`src/rtl/gf2m8_vec_mul_gated.sv`:
```
// rtl/gf2m8_vec_mul_gated.sv - GF(2^8) scalar-by-vector multiplier with clock-gated result register

// Single-lane GF(2^8) multiplier: carry-less product, then MSB-first polynomial reduction.
module gf2m8_mul #(
  parameter logic [7:0] POLY = 8'h1D
) (
  input  logic [7:0] a,
  input  logic [7:0] b,
  output logic [7:0] p
);

  logic [14:0] prod;

  // Shift-and-xor partial products, then fold bits 14..8 back into the low byte.
  always_comb begin
    prod = '0;
    for (int i = 0; i < 8; i++) begin
      if (b[i]) begin
        prod = prod ^ ({7'b0, a} << i);
      end
    end
    for (int k = 14; k >= 8; k--) begin
      if (prod[k]) begin
        prod = prod ^ ({6'b0, 1'b1, POLY} << (k - 8));
      end
    end
    p = prod[7:0];
  end

endmodule

// Scales every lane of y by x; z is combinational, z_q is a gated-clock registered copy.
module gf2m8_vec_mul_gated #(
  parameter int          LANES = 6,
  parameter logic [7:0]  POLY  = 8'h1D
) (
  input  logic                 clk,
  input  logic                 rst,
  input  logic                 en,
  input  logic [7:0]           x,
  input  logic [8*LANES-1:0]   y,
  output logic [8*LANES-1:0]   z,
  output logic [8*LANES-1:0]   z_q,
  output logic                 vld_q
);

  logic                 ge;
  logic                 ge_lat;
  logic                 gclk;
  logic [8*LANES-1:0]   z_d;
  logic                 vld_d;

  for (genvar g = 0; g < LANES; g++) begin : g_lane
    gf2m8_mul #(.POLY(POLY)) u_mul (
      .a (x),
      .b (y[8*g +: 8]),
      .p (z[8*g +: 8])
    );
  end

  // Gate enable: reset must also reach the gated register so it can clear.
  always_comb begin
    ge = en | rst;
  end

  // Enable latch is transparent only while clk is low, so gclk cannot glitch in the high phase.
  always_latch begin
    if (!clk) begin
      ge_lat <= ge;
    end
  end

  assign gclk = clk & ge_lat;

  // Next-state values for the result register and the valid flag.
  always_comb begin
    z_d   = z;
    vld_d = en;
  end

  // Result register sits behind the gate: it only sees edges on enabled or reset cycles.
  always_ff @(posedge gclk) begin
    if (rst) begin
      z_q <= '0;
    end else begin
      z_q <= z_d;
    end
  end

  // Valid runs on the free clock so it drops on the first non-enabled edge.
  always_ff @(posedge clk) begin
    if (rst) begin
      vld_q <= 1'b0;
    end else begin
      vld_q <= vld_d;
    end
  end

endmodule

```
`config.mk`:
```
export PLATFORM = sky130hd
export DESIGN_NAME = gf2m8_vec_mul_gated
export DESIGN_NICKNAME = d
export VERILOG_FILES = /design/src/rtl/gf2m8_vec_mul_gated.sv
export SDC_FILE = /design/constraint.sdc
export NUM_CORES = 1
export LEC_CHECK = 0
export CAP_MARGIN = 0
export CORE_MARGIN = 5
export CORE_UTILIZATION = 30
export DETAILED_ROUTE_END_ITERATION = 8
export PLACE_DENSITY = 0.57
export SYNTH_ARGS = -nofsm -noshare
export SYNTH_HDL_FRONTEND = slang
export SYNTH_SLANG_ARGS = --single-unit
```
`constraint.sdc`:
```
create_clock -name clk -period 3.3 [get_ports clk]
set_clock_uncertainty 0.2 [all_clocks]
set_input_delay 0.495 -clock clk [delete_from_list [all_inputs] [get_ports clk]]
set_output_delay 0.495 -clock clk [all_outputs]
set_load 0.1 [all_outputs]
```
==> out/results.ini, run 1 <==
[global_routing]
grt_antenna_before_repair=5
met2_usage=0.2910
grt_util_met3=0.03700
grt_busiest_layer=met2
gr-total-overflow=0
use_met1=0.2220
grt_usage=0.1695
grt_pass1_wl_um=39660
grt_max_degree=50
grt_pass1_vias=7488

[detailed_routing]
viasPerCell=4.419
drc=0
via_count=7393
wl_per_cell_um=15.32
dr.first_iter.drc_count=269
drtPass1Iterations=5
ant_nets=0
wirelength_um=25630

[worst_setup_path]
arrival_ns=2.67
path_cells=buf_12 -> buf_12 -> buf_8 -> nand2_4 -> xor2_1 -> xnor3_2 -> xnor3_2 -> xor3_2 -> clkinvlp_4 -> buf_12
critPathSlowestCell=xnor3_2
startpoint_type=input port
cpMostUsedCell=buf_12
critical-path-max-stage-delay_ns=0.51
timing_worst_setup_path_type=input port to output port
path_max_fanout=6
end_kind=output port
critPathRequiredTime_ns=2.60

[flow_run]
drv_cap=0

[layout]
drive_gt1_frac=0.4009
num-fill-cells=2420
final_net_count=1394
area_delta_synth_final_pct=68.23
final_core_util=0.5096

[floorplan]
die_area_um2=29420
placementRows=59
initial_core_util=0.3029
die_h_um=171.5
core_area_um2=25840
ios=156
die_w_um=171.5

[sta]
fmax_ghz=0.2969
drv_slew=0
postLayoutSetupSlackWorst_ns=-0.06869
finalCriticalPeriod_ns=3.369
worst_slew_pin_slew_ns=0.6100
setup_viol=3
fin_crit_sh=1.021
maxSlewHeadroom=0.5933
report.final.hold_viol_count=0
rsz0062_at_grt=yes

[synth]
syn_inst=1012
synth.distinct_cells=32
synth_nets=1071
netlist_area_um2=7826
syn_area_per_cell_um2=7.733
synth-seq-cells=50
ys.warnings.count=0

[outcome]
status=complete, but fails checks
violations=setup timing

[placement]
dp.final_hpwl_um=18960
numPortBuffers=155
place.gp.congestion=0.8559

[clock_network]
cts_tree=yes
clkSlewWorstSetupHoldPaths_ns=0.03

[hold_path]
hold_path.class=input port to latch

worst max-delay path, delay by kind of cell:
| kind | cells | cell delay [ns] |
|---|---|---|
| simple gates | 1 | 0.05 |
| xor+xnor | 4 | 1.48 |
| buf+inv | 5 | 0.63 |
through the flow:
step	cells	worst slack [ns]	area, um^2	setup TNS (ns)	hold slack (ns)
floorplan	1012	-0.01020	8325	-0.01454	0.02571
global placement	1594	-0.3585	11640	-6.247	0.02748
detailed placement	1594	-0.3430	11640	-6.480	0.02628
CTS	1650	-0.03361	12640	-0.06119	0.04275
global route	1672	-0.1108	13160	-0.5115	0.04742
finish	1673	-0.06869	13170	-0.09795	0.03410
layout by cell type, fill, tap and decap left out, drive strengths merged, types with 4 or more instances in the layout:
cell and n:
nand2 380, buf 355, xnor2 211, xor2 101, xnor3 59, dfxtp 49, nor2b 29, nor2 27
clkbuf 23, clkinvlp 20, dlygate4sd2 20, xor3 10, dlymetal6s2s 9, inv 6, clkdlybuf4s15 6, clkdlybuf4s50 5
mux2 5, o21ai 4, a22oi 4
logic make-up (layout without fill, tap and decap cells):
kind of cell / count (synthesis) / count (layout) / share of synthesized area
AO/OA/AOI/OAI: 11 / 11 / 0.01135
XOR/XNOR: 381 / 381 / 0.5544
buffers and inverters: 121 / 446 / 0.07338
flip-flops: 49 / 49 / 0.1253
latches: 1 / 1 / 0.001918
multiplexers: 6 / 6 / 0.008952
other: 0 / 1 / 0
AND/OR/NAND/NOR: 443 / 443 / 0.2246
area by class of cell:
class	instances	area, um^2	area share
Clock buffer	17	381.6	0.02898
Multi-Input combinational cell	841	7071	0.5370
Clock inverter	1	30.03	0.002281
Antenna cell	1	2.502	0.0001901
Sequential cell	50	996.0	0.07564
Timing Repair Buffer	402	4094	0.3109
Inverter	26	172.7	0.01311
Tap cell	335	419.2	0.03183
Yosys cell counts:
library cell	count	area share
clkbuf_1	50	0.024
a22oi_1	1	0.00096
buf_2	27	0.017
buf_4	7	0.0067
xnor3_1	57	0.16
mux2_4	1	0.0019
xnor3_2	2	0.0061
and2_1	1	0.00080
a21o_1	1	0.00096
a22oi_2	3	0.0048
nor2b_1	29	0.023
a211oi_1	1	0.00096
or2_2	1	0.00080
nor3b_1	1	0.00096
xnor2_2	5	0.010
nor2_1	27	0.013
mux2_2	4	0.0058
buf_1	3	0.0014
o21ai_0	4	0.0026
nand2_1	380	0.18
xnor2_1	206	0.23
dfxtp_1	49	0.13
and4_1	1	0.0011
mux2i_1	1	0.0013
a221oi_1	1	0.0011
nor3_1	2	0.0013
nor4bb_1	1	0.0013
buf_6	8	0.012
xor3_1	10	0.030
dlxtn_1	1	0.0019
xor2_1	101	0.11
inv_1	26	0.012
worst paths after layout:
path,startpoint,end,slack [ns],cells past startpoint
min in group gated,ge_lat$_DLATCH_N_,clock gate,0.63,0
hold / removal,rst,ge_lat$_DLATCH_N_,0.03,2
setup / recovery,x[6],z[4],-0.07,10
max in group gated,ge_lat$_DLATCH_N_,clock gate,0.41,0
what timing repair did:
item	CTS	global route
setup buffers	41	24
gates cloned	1	1
setup endpoints to repair	41	32
hold buffers	0	0
pin swaps	51	60
resized for setup	123	109
per-layer routing:
| layer | routed length (um) | part of all wire | up-vias |
|---|---|---|---|
| met5 | 29 | 0.0011 | - |
| met4 | 280 | 0.011 | 8 |
| met3 | 1568 | 0.061 | 28 |
| met2 | 12280 | 0.48 | 199 |
| met1 | 11470 | 0.45 | 3489 |
| li1 | - | - | 3669 |
flip-flops by register name, indices dropped and copies added (netlist names):
| name | flops |
|---|---|
| ge_lat | 1 |
| z_q | 48 |
| vld_q | 1 |
Power of run 1 is left out: the tool's default activity adds up to more than one toggle a clock period on the data nets, which glitch-free logic cannot reach.
==> inputs of run 2 (changes only) <==
--- a/constraint.sdc
+++ b/constraint.sdc
@@ -3,3 +3,3 @@
 set_input_delay 0.495 -clock clk [delete_from_list [all_inputs] [get_ports clk]]
 set_output_delay 0.495 -clock clk [all_outputs]
-set_load 0.1 [all_outputs]
+set_load 0.005 [all_outputs]
==> run 2 against run 1 <==
Compared with the run above: the run still ends with setup timing left; cell area down 3.9%; final cell count up 0.96%; core utilization down 2.0 points; worst hold slack better by 0.18 ns; setup slack better by 0.029 ns; via count up 0.27%; flip-flop and latch count unchanged; sequential share of layout area up 0.31 points; count of clock-buffer cells in the layout up 1; non-clock buffer count up 16; die area unchanged; critical endpoint unchanged; largest cell class unchanged.
==> out/results.ini, run 2 (synthesized netlist as in run 1, its figures left out) <==
[placement]
numPortBuffers=155
dp.final_hpwl_um=18200
dpl.cell_count=1585
place.gp.congestion=0.8175
dp_slack_ns=-0.7647

[power]
pwr-share-seq=0.102
p_leak_uw=0.006196
power_frac_comb=0.754
power_uw=6991
intPower_uw=4647
p_clk_frac=0.144
ir_drop_v=0.0004935
powerDensity_nw_per_um2=552.5
p_sw_uw=2344
switching_share=0.3353

[worst_setup_path]
critical-path-max-stage-delay_ns=0.45
path_max_fanout=5
startpoint_type=input port
path_buf_inv=6
critPathSlowestCell=xnor3_2
timing_worst_setup_path_type=input port to output port
critPathRequiredTime_ns=2.60
cp.depth=11
end_kind=output port
cpMostUsedCell=xnor3_2
worstSetupEndpoint=z[4]
crit_start=x[5]
path_cells=buf_8 -> buf_12 -> buf_6 -> buf_4 -> nand2_2 -> xnor2_2 -> xnor3_2 -> xnor3_2 -> xor3_1 -> inv_1 -> dlygate4sd2_1
cp_top_family=XOR/XNOR gates
arrival_ns=2.65

[global_routing]
grt_usage=0.1765
grt_max_degree=50
gr-total-overflow=0
grt_pass1_wl_um=41440
grt_pass1_vias=7712
grt_antenna_before_repair=3

[floorplan]
placementRows=59
die_area_um2=29420
die_h_um=171.5
core_area_um2=25840
initial_core_util=0.3029
die_w_um=171.5
ios=156

[layout]
drive_gt1_frac=0.3141
top_regs=z_q (48), ge_lat (1), vld_q (1)
final_net_count=1410
area_delta_synth_final_pct=61.66
final_common_cell=nand2_1
largest_reg_flops=48
finalNonFillerCells=1689
final_cell_mix=nand2_1, buf_4, xnor2_1
num-fill-cells=2508
largest-register=z_q

[sta]
drv_slew=0
fin_tns_setup_ns=-0.04014
rsz0062_at_grt=yes
worst_slew_pin_slew_ns=0.5743
fin_crit_sh=1.012
postLayoutSetupSlackWorst_ns=-0.04014
maxSlewHeadroom=0.6171
setup_viol=1
fmax_ghz=0.2994
report.final.hold_viol_count=0
finalCriticalPeriod_ns=3.340

[clock_network]
clkSlewWorstSetupHoldPaths_ns=0.03
cts_tree=yes

[flow_run]
drv_cap=0

[detailed_routing]
wl_per_cell_um=15.39
via_count=7413
wl_met1_um=11580
dr.first_iter.drc_count=312
wl_met2_um=12760
wirelength_um=25990
maxUsedRoutingLayer=met5
wl_met3_um=1295
drc=0
drtPass1Iterations=4
ant_nets=0
viasPerCell=4.389

[outcome]
violations=setup timing
status=complete, but fails checks

[hold_path]
hold_path.class=input port to flop

[run 2: what timing repair did]
action,CTS,global route
cloned,5,1
endpoints found under the hold margin,1,0
hold buffers,1,0
gates resized for setup,303,47
endpoints found under the setup margin,48,31
pin swaps,119,48
buffers inserted,75,8
[run 2: per-layer routing]
layer	global-route usage	up-vias
met2	0.3054	170
met3	0.03126	27
met1	0.2340	3505
li1	-	3707
met4	0.03100	4
met5	0	-
[run 2: power by group through the flow]
| stage | sequential (uW) | clock, uW | combinational (uW) |
|---|---|---|---|
| 6_report | 714 | 1010 | 5270 |
| 5_1_grt | 737 | 1070 | 5750 |
| 4_1_cts | 717 | 1030 | 5330 |
| 3_5_place_dp | 726 | 73.2 | 5070 |
| 3_3_place_gp | 720 | 73.2 | 5040 |
| 2_1_floorplan | 754 | 73.2 | 2640 |
[run 2: through the flow]
step           cell area [um^2]  hold WS [ns]    util
5_1_grt                   12650        0.2194  0.4896
3_5_place_dp              10760       0.02711  0.4165
4_1_cts                   12450        0.2169  0.4817
2_1_floorplan              7826       0.02571       -
3_3_place_gp              10760       0.02945  0.4165
6_report                  12650        0.2136  0.4897
[run 2: area by class of cell]
| cell class | count | area [um^2] | share of cell area |
|---|---|---|---|
| Clock buffer | 18 | 375.4 | 0.02967 |
| Tap cell | 335 | 419.2 | 0.03313 |
| Sequential cell | 50 | 996.0 | 0.07872 |
| Antenna cell | 1 | 2.502 | 0.0001978 |
| Timing Repair Buffer | 418 | 3892 | 0.3077 |
| Multi-Input combinational cell | 841 | 6869 | 0.5429 |
| Inverter | 26 | 97.59 | 0.007714 |
[run 2: worst min-delay path by stage]
stage	from	end	slack [ns]	cells after the start
floorplan	ge_lat$_DLATCH_N_	clock gate	0.03	0
global placement	ge_lat$_DLATCH_N_	clock gate	0.03	0
detailed placement	ge_lat$_DLATCH_N_	clock gate	0.03	0
CTS	en	vld_q$_SDFF_PP0_	0.22	2
global route	x[0]	z_q[40]$_SDFF_PP0_	0.22	5
finish	en	vld_q$_SDFF_PP0_	0.21	2
Power figures use the tool's default switching activity.
